`config.mk`:
```
export PLATFORM = sky130hd
export DESIGN_NAME = alu_arbiter_flat
export DESIGN_NICKNAME = d
export VERILOG_FILES = /design/src/rtl/alu_arbiter_if.sv /design/src/rtl/alu_arbiter.sv /design/src/flat_wrapper.sv
export SDC_FILE = /design/constraint.sdc
export NUM_CORES = 1
export LEC_CHECK = 0
export ABC_AREA = 1
export CAP_MARGIN = 30
export CORE_UTILIZATION = 30
export CTS_CLUSTER_SIZE = 12
export DETAILED_ROUTE_END_ITERATION = 10
export PLACE_DENSITY_LB_ADDON = 0.1
export SLEW_MARGIN = 20
export SYNTH_ARGS = -nofsm -noshare
export SYNTH_HDL_FRONTEND = slang
export SYNTH_SLANG_ARGS = --single-unit
```
`constraint.sdc`:
```
create_clock -name clk_i -period 8.8 [get_ports clk_i]
set_clock_uncertainty 0.15 [all_clocks]
set_input_delay 1.32 -clock clk_i [delete_from_list [all_inputs] [get_ports clk_i]]
set_output_delay 1.32 -clock clk_i [all_outputs]
set_load 0.02 [all_outputs]
```
`src/rtl/alu_arbiter_if.sv`:
```
// Opcode package and request/response bundle shared by alu_arbiter and its clients.
// Defining ALU_ARBITER_LOCK_EN adds the per-requester req_lock_i signal.
`timescale 1ns/1ps
package alu_arbiter_pkg;
   typedef enum logic [2:0] {
      ALU_ADD = 3'd0,
      ALU_AND = 3'd1,
      ALU_OR  = 3'd2,
      ALU_XOR = 3'd3,
      ALU_NOT = 3'd4,
      ALU_NEG = 3'd5,
      ALU_LSL = 3'd6,
      ALU_ASR = 3'd7
   } alu_operation_e;
endpackage

interface alu_arbiter_if #(
   parameter int Width  = 4,
   parameter int NumReq = 3
);
   import alu_arbiter_pkg::*;
   localparam int IdW = (NumReq > 1) ? $clog2(NumReq) : 1;

   logic [NumReq-1:0]       req_valid_i;
   logic [NumReq-1:0]       req_ready_o;
   logic [NumReq*Width-1:0] req_a_i;
   logic [NumReq*Width-1:0] req_b_i;
   alu_operation_e          req_op_i [NumReq];
`ifdef ALU_ARBITER_LOCK_EN
   logic [NumReq-1:0]       req_lock_i;
`endif
   logic                    rsp_valid_o;
   logic                    rsp_ready_i;
   logic [IdW-1:0]          rsp_id_o;
   logic [Width-1:0]        rsp_result_o;

   modport master (
      output req_valid_i, req_a_i, req_b_i, req_op_i, rsp_ready_i,
`ifdef ALU_ARBITER_LOCK_EN
      output req_lock_i,
`endif
      input  req_ready_o, rsp_valid_o, rsp_id_o, rsp_result_o
   );

   modport slave (
      input  req_valid_i, req_a_i, req_b_i, req_op_i, rsp_ready_i,
`ifdef ALU_ARBITER_LOCK_EN
      input  req_lock_i,
`endif
      output req_ready_o, rsp_valid_o, rsp_id_o, rsp_result_o
   );
endinterface

```
`src/rtl/alu_arbiter.sv`:
```
// Round-robin arbiter sharing one combinational ALU between NumReq requesters,
// with a one-entry registered response stage. ALU_ARBITER_LOCK_EN enables priority lock.
`timescale 1ns/1ps
module alu
   import alu_arbiter_pkg::*;
#(
   parameter int Width = 4
) (
   input  logic [Width-1:0] a_i,
   input  logic [Width-1:0] b_i,
   input  alu_operation_e   op_i,
   output logic [Width-1:0] result_o
);
   always_comb begin
      result_o = '0;
      case (op_i)
         ALU_ADD: result_o = a_i + b_i;
         ALU_AND: result_o = a_i & b_i;
         ALU_OR:  result_o = a_i | b_i;
         ALU_XOR: result_o = a_i ^ b_i;
         ALU_NOT: result_o = ~a_i;
         ALU_NEG: result_o = -a_i;
         ALU_LSL: result_o = a_i << b_i;
         ALU_ASR: result_o = $signed(a_i) >>> b_i;
         default: result_o = '0;
      endcase
   end
endmodule

module alu_arbiter
   import alu_arbiter_pkg::*;
#(
   parameter int Width  = 4,
   parameter int NumReq = 3
) (
   input logic          clk_i,
   input logic          rst_ni,
   alu_arbiter_if.slave bus
);
   localparam int IdW = (NumReq > 1) ? $clog2(NumReq) : 1;

   typedef enum logic {EMPTY, FULL} state_e;

   state_e           state_q, state_d;
   logic             rsp_valid_q, rsp_valid_d;
   logic [IdW-1:0]   rsp_id_q, rsp_id_d;
   logic [Width-1:0] rsp_result_q, rsp_result_d;
   logic [IdW-1:0]   ptr_q, ptr_d;

   logic             can_accept;
   logic             found_valid;
   logic [IdW-1:0]   found_id;
   logic             grant_valid;
   logic [IdW-1:0]   sel_id;
   logic [IdW-1:0]   next_ptr;
   logic [NumReq-1:0] req_ready;
   logic [Width-1:0] alu_result;

   logic [Width-1:0] a_arr [NumReq];
   logic [Width-1:0] b_arr [NumReq];

   generate
      for (genvar gi = 0; gi < NumReq; gi++) begin : g_unpack
         assign a_arr[gi] = bus.req_a_i[gi*Width +: Width];
         assign b_arr[gi] = bus.req_b_i[gi*Width +: Width];
      end
   endgenerate

   // Rotating scan: the first valid requester at or after ptr wins.
   always_comb begin
      int idx;
      idx         = 0;
      found_valid = 1'b0;
      found_id    = ptr_q;
      for (int k = 0; k < NumReq; k++) begin
         idx = int'(ptr_q) + k;
         if (idx >= NumReq) idx = idx - NumReq;
         if (!found_valid && bus.req_valid_i[IdW'(idx)]) begin
            found_valid = 1'b1;
            found_id    = IdW'(idx);
         end
      end
   end

   always_comb begin
      can_accept  = (state_q == EMPTY) || (rsp_valid_q && bus.rsp_ready_i);
      grant_valid = found_valid && can_accept && rst_ni;
      sel_id      = grant_valid ? found_id : ptr_q;
      next_ptr    = (sel_id == IdW'(NumReq - 1)) ? '0 : sel_id + IdW'(1);
      req_ready   = '0;
      if (grant_valid) req_ready[sel_id] = 1'b1;
   end

   alu #(.Width(Width)) u_alu (
      .a_i      (a_arr[sel_id]),
      .b_i      (b_arr[sel_id]),
      .op_i     (bus.req_op_i[sel_id]),
      .result_o (alu_result)
   );

   always_comb begin
      state_d      = state_q;
      rsp_valid_d  = rsp_valid_q;
      rsp_id_d     = rsp_id_q;
      rsp_result_d = rsp_result_q;
      ptr_d        = ptr_q;
      if (grant_valid) begin
         state_d      = FULL;
         rsp_valid_d  = 1'b1;
         rsp_id_d     = sel_id;
         rsp_result_d = alu_result;
`ifdef ALU_ARBITER_LOCK_EN
         // A locked winner keeps top priority for its next operation.
         ptr_d        = bus.req_lock_i[sel_id] ? sel_id : next_ptr;
`else
         ptr_d        = next_ptr;
`endif
      end else if (rsp_valid_q && bus.rsp_ready_i) begin
         state_d     = EMPTY;
         rsp_valid_d = 1'b0;
      end
   end

   always_ff @(posedge clk_i) begin
      if (!rst_ni) begin
         state_q      <= EMPTY;
         rsp_valid_q  <= 1'b0;
         rsp_id_q     <= '0;
         rsp_result_q <= '0;
         ptr_q        <= '0;
      end else begin
         state_q      <= state_d;
         rsp_valid_q  <= rsp_valid_d;
         rsp_id_q     <= rsp_id_d;
         rsp_result_q <= rsp_result_d;
         ptr_q        <= ptr_d;
      end
   end

   assign bus.req_ready_o  = req_ready;
   assign bus.rsp_valid_o  = rsp_valid_q;
   assign bus.rsp_id_o     = rsp_id_q;
   assign bus.rsp_result_o = rsp_result_q;
endmodule

```
`src/flat_wrapper.sv`:
```
// flat-port wrapper written by rule: the top's interface ports become plain ports
module alu_arbiter_flat import alu_arbiter_pkg::*;
#(
   parameter int Width  = 4,
   parameter int NumReq = 3
)
  (clk_i, rst_ni, bus_req_valid_i, bus_req_a_i, bus_req_b_i, bus_req_op_i, bus_rsp_ready_i, bus_req_ready_o, bus_rsp_valid_o, bus_rsp_id_o, bus_rsp_result_o);
  alu_arbiter_if #(.Width(Width), .NumReq(NumReq)) bus_i ();
  input logic clk_i;
  input logic rst_ni;
  input wire logic [$bits(bus_i.req_valid_i)-1:0] bus_req_valid_i;
  input wire logic [$bits(bus_i.req_a_i)-1:0] bus_req_a_i;
  input wire logic [$bits(bus_i.req_b_i)-1:0] bus_req_b_i;
  input wire logic [$bits(bus_i.req_op_i)-1:0] bus_req_op_i;
  input wire logic [$bits(bus_i.rsp_ready_i)-1:0] bus_rsp_ready_i;
  output wire logic [$bits(bus_i.req_ready_o)-1:0] bus_req_ready_o;
  output wire logic [$bits(bus_i.rsp_valid_o)-1:0] bus_rsp_valid_o;
  output wire logic [$bits(bus_i.rsp_id_o)-1:0] bus_rsp_id_o;
  output wire logic [$bits(bus_i.rsp_result_o)-1:0] bus_rsp_result_o;
  assign bus_i.req_valid_i = bus_req_valid_i;
  assign bus_i.req_a_i = bus_req_a_i;
  assign bus_i.req_b_i = bus_req_b_i;
  assign bus_i.req_op_i = {>>{bus_req_op_i}};
  assign bus_i.rsp_ready_i = bus_rsp_ready_i;
  assign bus_req_ready_o = bus_i.req_ready_o;
  assign bus_rsp_valid_o = bus_i.rsp_valid_o;
  assign bus_rsp_id_o = bus_i.rsp_id_o;
  assign bus_rsp_result_o = bus_i.rsp_result_o;
  alu_arbiter #(.Width(Width), .NumReq(NumReq)) u_core (.clk_i(clk_i), .rst_ni(rst_ni), .bus(bus_i));
endmodule
```
# Yosys cells after proc, flatten, opt, wreduce, memory -nomap -nowiden
# Cells that the tools add are included.
dict set report word_totals {
  register_bits 9
  inputBits 39
}
dict set report classes {
  muxes 35
  order_cmp 9
  bitwise 6
  addsub 8
  shift 2
  reduce_logical 11
  n_eq_ne 8
}
# op n
set ops {}
lappend ops {{4-bit one-hot mux with 8 select lines} 1}
lappend ops {{4-bit binary-select mux with 2-bit select} 2}
lappend ops {{2-bit two-way mux} 8}
lappend ops {{4-bit two-way mux} 4}
lappend ops {{3-bit == test, second input constant} 4}
lappend ops {{2-bit by 4-bit less-than comparator with 1-bit output, second input constant} 3}
lappend ops {{1-bit two-way mux} 12}
lappend ops {{3-bit two-way mux} 3}
lappend ops {{1-bit binary-select mux with 2-bit select} 3}
lappend ops {{3-bit binary-select mux with 2-bit select} 1}
lappend ops {{3-bit by 2-bit == test with 1-bit output, second input constant} 2}
lappend ops {{3-bit by 2-bit >= comparator with 1-bit output, second input constant} 2}
lappend ops {{1-bit logical AND} 6}
lappend ops {{4-bit adder} 1}
lappend ops {{4-bit AND} 1}
lappend ops {{4-bit negation} 1}
lappend ops {{4-bit NOT} 1}
lappend ops {{4-bit OR} 1}
lappend ops {{4-bit by 4-bit left shift with 4-bit output} 1}
lappend ops {{4-bit by 4-bit >>> shifter with 4-bit output} 1}
lappend ops {{2-bit by 1-bit subtractor with 2-bit output, second input constant} 2}
lappend ops {{4-bit XOR} 1}
lappend ops {{2-bit by 1-bit adder with 3-bit output, second input constant} 1}
lappend ops {{2-bit by 2-bit adder with 3-bit output, second input constant} 1}
lappend ops {{other kinds (15)} 16}

# Logic depth before layout (Yosys ltp)
dict set report logic_depth {
  depth_word 21
  depth_mapped 28
  mapped_depth_nobuf 28
}

# By module
# Synthesis repeated with hierarchy kept, for this count alone.
dict set report unflattened {
  cells_unflattened 340
  area_unflattened_um2 1976.9
}
# mod area_each_um2 instances cells_each
set modules_own_cells {}
lappend modules_own_cells {alu_arbiter 1191.1 1 195}
lappend modules_own_cells {alu 785.8 1 145}

# Least setup slack after synthesis
# No wires, ideal clock.
dict set report synth_timing {
  path_type {in2out}
  from {input bus_req_valid_i[1]}
  to {output bus_req_ready_o[0]}
  required_time_ns 7.330
  setup_slack_ns 4.965
  arrival_time_ns 2.365
  stages 9
  cell_sequence {nand2_1 -> nand3_2 -> nand2_2 -> nand3_1 -> nor2_1 -> nor2_4 -> nand2_2 -> nand2_1 -> nor2_1}
}
dict set report synth_via {
  elab_chain_len 18
  elab_cells_between_ends 28
}
# item line
set synth_rtl {}
lappend synth_rtl {{start: declaration} flat_wrapper.sv:11} ;# input wire logic [$bits(bus_i.req_valid_i)-1:0] bus_req_valid_i;
lappend synth_rtl {{1-bit binary-select mux with 2-bit select} alu_arbiter.sv:78} ;# if (!found_valid && bus.req_valid_i[IdW'(idx)]) begin
lappend synth_rtl {{1-bit two-way mux (not written as such) (2 in series)} alu_arbiter.sv:78}
lappend synth_rtl {{1-bit two-way mux} alu_arbiter.sv:78}
lappend synth_rtl {{1-bit logical NOT} alu_arbiter.sv:78}
lappend synth_rtl {{1-bit logical AND} alu_arbiter.sv:78}
lappend synth_rtl {{1-bit two-way mux} alu_arbiter.sv:78}
lappend synth_rtl {{1-bit logical NOT} alu_arbiter.sv:78}
lappend synth_rtl {{1-bit logical AND} alu_arbiter.sv:78}
lappend synth_rtl {{1-bit two-way mux} alu_arbiter.sv:78}
lappend synth_rtl {{1-bit logical AND (2 in series)} alu_arbiter.sv:87} ;# grant_valid = found_valid && can_accept && rst_ni;
lappend synth_rtl {{2-bit two-way mux} alu_arbiter.sv:88} ;# sel_id = grant_valid ? found_id : ptr_q;
lappend synth_rtl {{2-bit by 3-bit less-than comparator with 1-bit output (not written as such) / 2-bit by 1-bit >= comparator with 1-bit output (equally long branches)} alu_arbiter.sv:91} ;# if (grant_valid) req_ready[sel_id] = 1'b1;
lappend synth_rtl {{1-bit logical AND (not written as such)} alu_arbiter.sv:91}
lappend synth_rtl {{1-bit two-way mux (not written as such)} alu_arbiter.sv:91}
lappend synth_rtl {{1-bit demux with 2-bit select} -}
lappend synth_rtl {{3-bit two-way mux (*)} alu_arbiter.sv:91}
lappend synth_rtl {{end: declaration} flat_wrapper.sv:16} ;# output wire logic [$bits(bus_i.req_ready_o)-1:0] bus_req_ready_o;
# Every way passes the cells marked *; elsewhere a longest branch is shown, timed or not. The select of a mux whose other input is x is not followed.

# Final worst setup path
dict set report layout_timing {
  from {input bus_req_valid_i[2]}
  to {output bus_req_ready_o[1]}
}
# Same word-level chain as after synthesis.

==> impl_metrics.tcl <==
set metrics [dict create \
    outcome "completed" \
    start_util_pct 31.22 \
    drt_wl_total_mm 5.496 \
    clkSlewWorstSetupHoldPaths_ns 0.04 \
    cts_tree "done" \
    path_common_cell "nand2_2" \
    hold_path.class "reg2reg" \
    antenna_found_initial 0 \
    drt-initial-drc-count 83 \
    p_switching_mw 0.4559 \
    num_io_pins 49 \
    clkPwrFrac_pct 6.3 \
    gp_congestion 0.9069 \
    worst-path-max-fanout 11 \
    layout_min_cycle_time_ns 5.025 \
    grt_overflow_total 0 \
    path_cells "clkdlybuf4s50_1 -> inv_1 -> o21ai_1 -> nand2_2 -> nand3_2 -> nand2_2 -> inv_2 -> nand2_2 -> inv_1 -> clkdlybuf4s50_1" \
    synth_top_family_by_area "simple AND/OR/NAND/NOR gates" \
    grt_pass1_wl_mm 9.370 \
    fp.dieH_um 80.73 \
    slowest_stage "clkdlybuf4s50_1" \
    firstDrtPassIters 4 \
    drv_cap 0 \
    critPathBufInv 5 \
    critical_path_class "in2out" \
    first_global_vias 2141 \
    synth_area_leaders "nand2_1 27%, nand3_1 13%, dfxtp_1 9.7%, inv_1 6.9%, ha_1 6.7%" \
    async_reset_ff_share_pct 0 \
    rows 28 \
    min_period_over_period_pct 57.11 \
    setup_viol_count_final 0 \
    synth-compound-area-share_pct 8.210 \
    clockBufferDepth 2 \
    setup_tns_ns 0 \
    ys.warnings.count 0 \
    maxSlewViolCount 0 \
    clk_latency_ns 0.23 \
    power.internal_mw 0.3055 \
    seqPwrFrac_pct 8.0 \
    synth_edf_count 0 \
    cp-start-kind "primary input" \
    swShare_pct 59.87 \
    grt_start_max_net_pins 22 \
    cp_top_family "buffers and inverters" \
    fillCellCount 672 \
    yosysMostFrequentCell "nand2_1" \
    synth-seq-area-share_pct 9.690 \
    hold_buffers 0 \
    ant_nets 0 \
    cts.htree.levels 1 \
    synthCells 347 \
    dp_hpwl_mm 4.572 \
    synth_fp_nets 396 \
    vias_per_cell 4.823 \
    muxShareOfSynthArea_pct 0 \
    rsz0062_at_grt "false" \
    timing_hold_violations_final 0 \
    syn2layout_area_growth_pct 30.48 \
    timing.slew.headroom_pct 62.58 \
    antenna_cells 0 \
    power.total_mw 0.7614 \
    track_usage_pct 18.20 \
    cts_resized 0 \
    end_kind "output port" \
    postLayoutCoreUtil_pct 40.74 \
    p_per_area_mw_per_mm2 313.8 \
    synth_common_cells "136 x nand2_1, 47 x nand3_1, 34 x inv_1, 25 x nor2_1, 15 x nand2_2" \
    cp_data_required_time_ns 7.33 \
    netlist_area_sq_mm 0.001859 \
    synth_seq_cells 9 \
    die-area_sq_mm 0.006517 \
    fmax_mhz 199.0 \
    max-vdd-ir-drop_mv 0.1127 \
    nets 444 \
    timing_worst_slew_pin_value_ns 0.5600 \
    routedWlPerCell_um 11.72 \
    ys_types 26 \
    fin_ws_ns 3.775 \
    synth_xor_xnor_area_share_pct 0.9421 \
    vias 2262 \
    synth_area_leader_cell "nand2_1" \
    portBuffers 48 \
    drc 0 \
    hold_ws_ns 0.3142 \
    comb_power_share_pct 85.7 \
    synth-adder-area-share_pct 6.729 \
    total_leakage_power_nw 1.260 \
    arrival_ns 3.56 \
    drive_gt1_share_pct 12.44 \
    die_w_um 80.73 \
    dp_slack_ns 3.780 \
    synth_ff_type "dfxtp_1" \
    cts_setup_buffers 0 \
    synth_top_area_share_pct 27.46 \
    cts_buffers 3 \
    clock-sinks 9 \
    clock-root-buffer "clkbuf_8" \
    postSynthAreaPerCell_sq_um 5.358 \
    crit_path_max_incr_delay_ns 0.60 \
    synth-simple-area-share_pct 62.92 \
    core-area_sq_mm 0.005956 \
]
==> kinds of logic after synthesis <==
family | Yosys count
flops | 9
fa+ha+maj | 10
buf+inv | 48
xor+xnor | 2
compound gates | 27
simple gates | 251
==> metrics by stage <==
stage	instance area [sq um]	instances
after floorplan	1859	347
after global placement	2381	465
after detailed placement	2381	465
after CTS	2426	469
after global routing	2426	469
final	2426	469
==> routing by layer <==
layer	global-route usage, %	vias up	part of all wire (%)
met5	0	-	0
met4	5.536	0	1.0
met3	1.591	8	4.1
met2	34.24	50	50
met1	21.54	1004	45
li1	-	1200	-
==> power by group through the flow <==
stage               Clock (mW)  Combinational (mW)  Sequential [mW]
finish                  0.0481               0.652           0.0609
global route            0.0500               0.742           0.0628
CTS                     0.0491               0.657           0.0611
detailed placement           0               0.653           0.0617
global placement             0               0.657           0.0620
floorplan                    0               0.487           0.0740
==> layout by cell type (no fill, tap or decap), types with 2 or more instances in the layout <==
cell type and instances:
inv_1 34, nand2_2 15, clkdlybuf4s50_1 48, nand3_1 47
nor2_2 7, nand2_1 136, o21ai_1 6, nand3_2 8
inv_2 8, nor2_1 25, dfxtp_1 9, nor2_4 3
ha_1 10, a21oi_1 9, nand4_1 6, xor2_1 2
o21ai_0 9, clkbuf_8 3
==> registers in the layout, indices dropped and copies added, names as in the netlist <==
name / count
u_core.bus.rsp_result_o: 4
u_core.bus.rsp_id_o: 2
u_core.ptr_q: 2
u_core.state_q: 1
==> path summary, 6_finish.rpt <==
check                                  start                         end  slack (ns)  cells past startpoint
setup / recovery          bus_req_valid_i[2]          bus_req_ready_o[1]        3.77                     10
hold / removal    u_core.bus.rsp_result_o[2]  u_core.bus.rsp_result_o[2]        0.31                      2
setup reg to reg             u_core.ptr_q[1]  u_core.bus.rsp_result_o[3]        5.00                     22
hold reg to reg   u_core.bus.rsp_result_o[2]  u_core.bus.rsp_result_o[2]        0.31                      2
==> cell type report <==
type / instances / area, sq um / area share [%]
clock buffers: 4 / 45.04 / 1.857
multi-input cells: 290 / 1465 / 60.39
well taps: 75 / 93.84 / 3.868
repair buffers: 48 / 480.5 / 19.80
inverters: 43 / 161.4 / 6.653
flip-flops and latches: 9 / 180.2 / 7.427
==> worst min-delay path: stages, from the launching register on <==
cell	delay, ns
dfxtp_1	0.30
nand2_1	0.06
a21oi_1	0.05
Power figures use the tool's default switching activity.
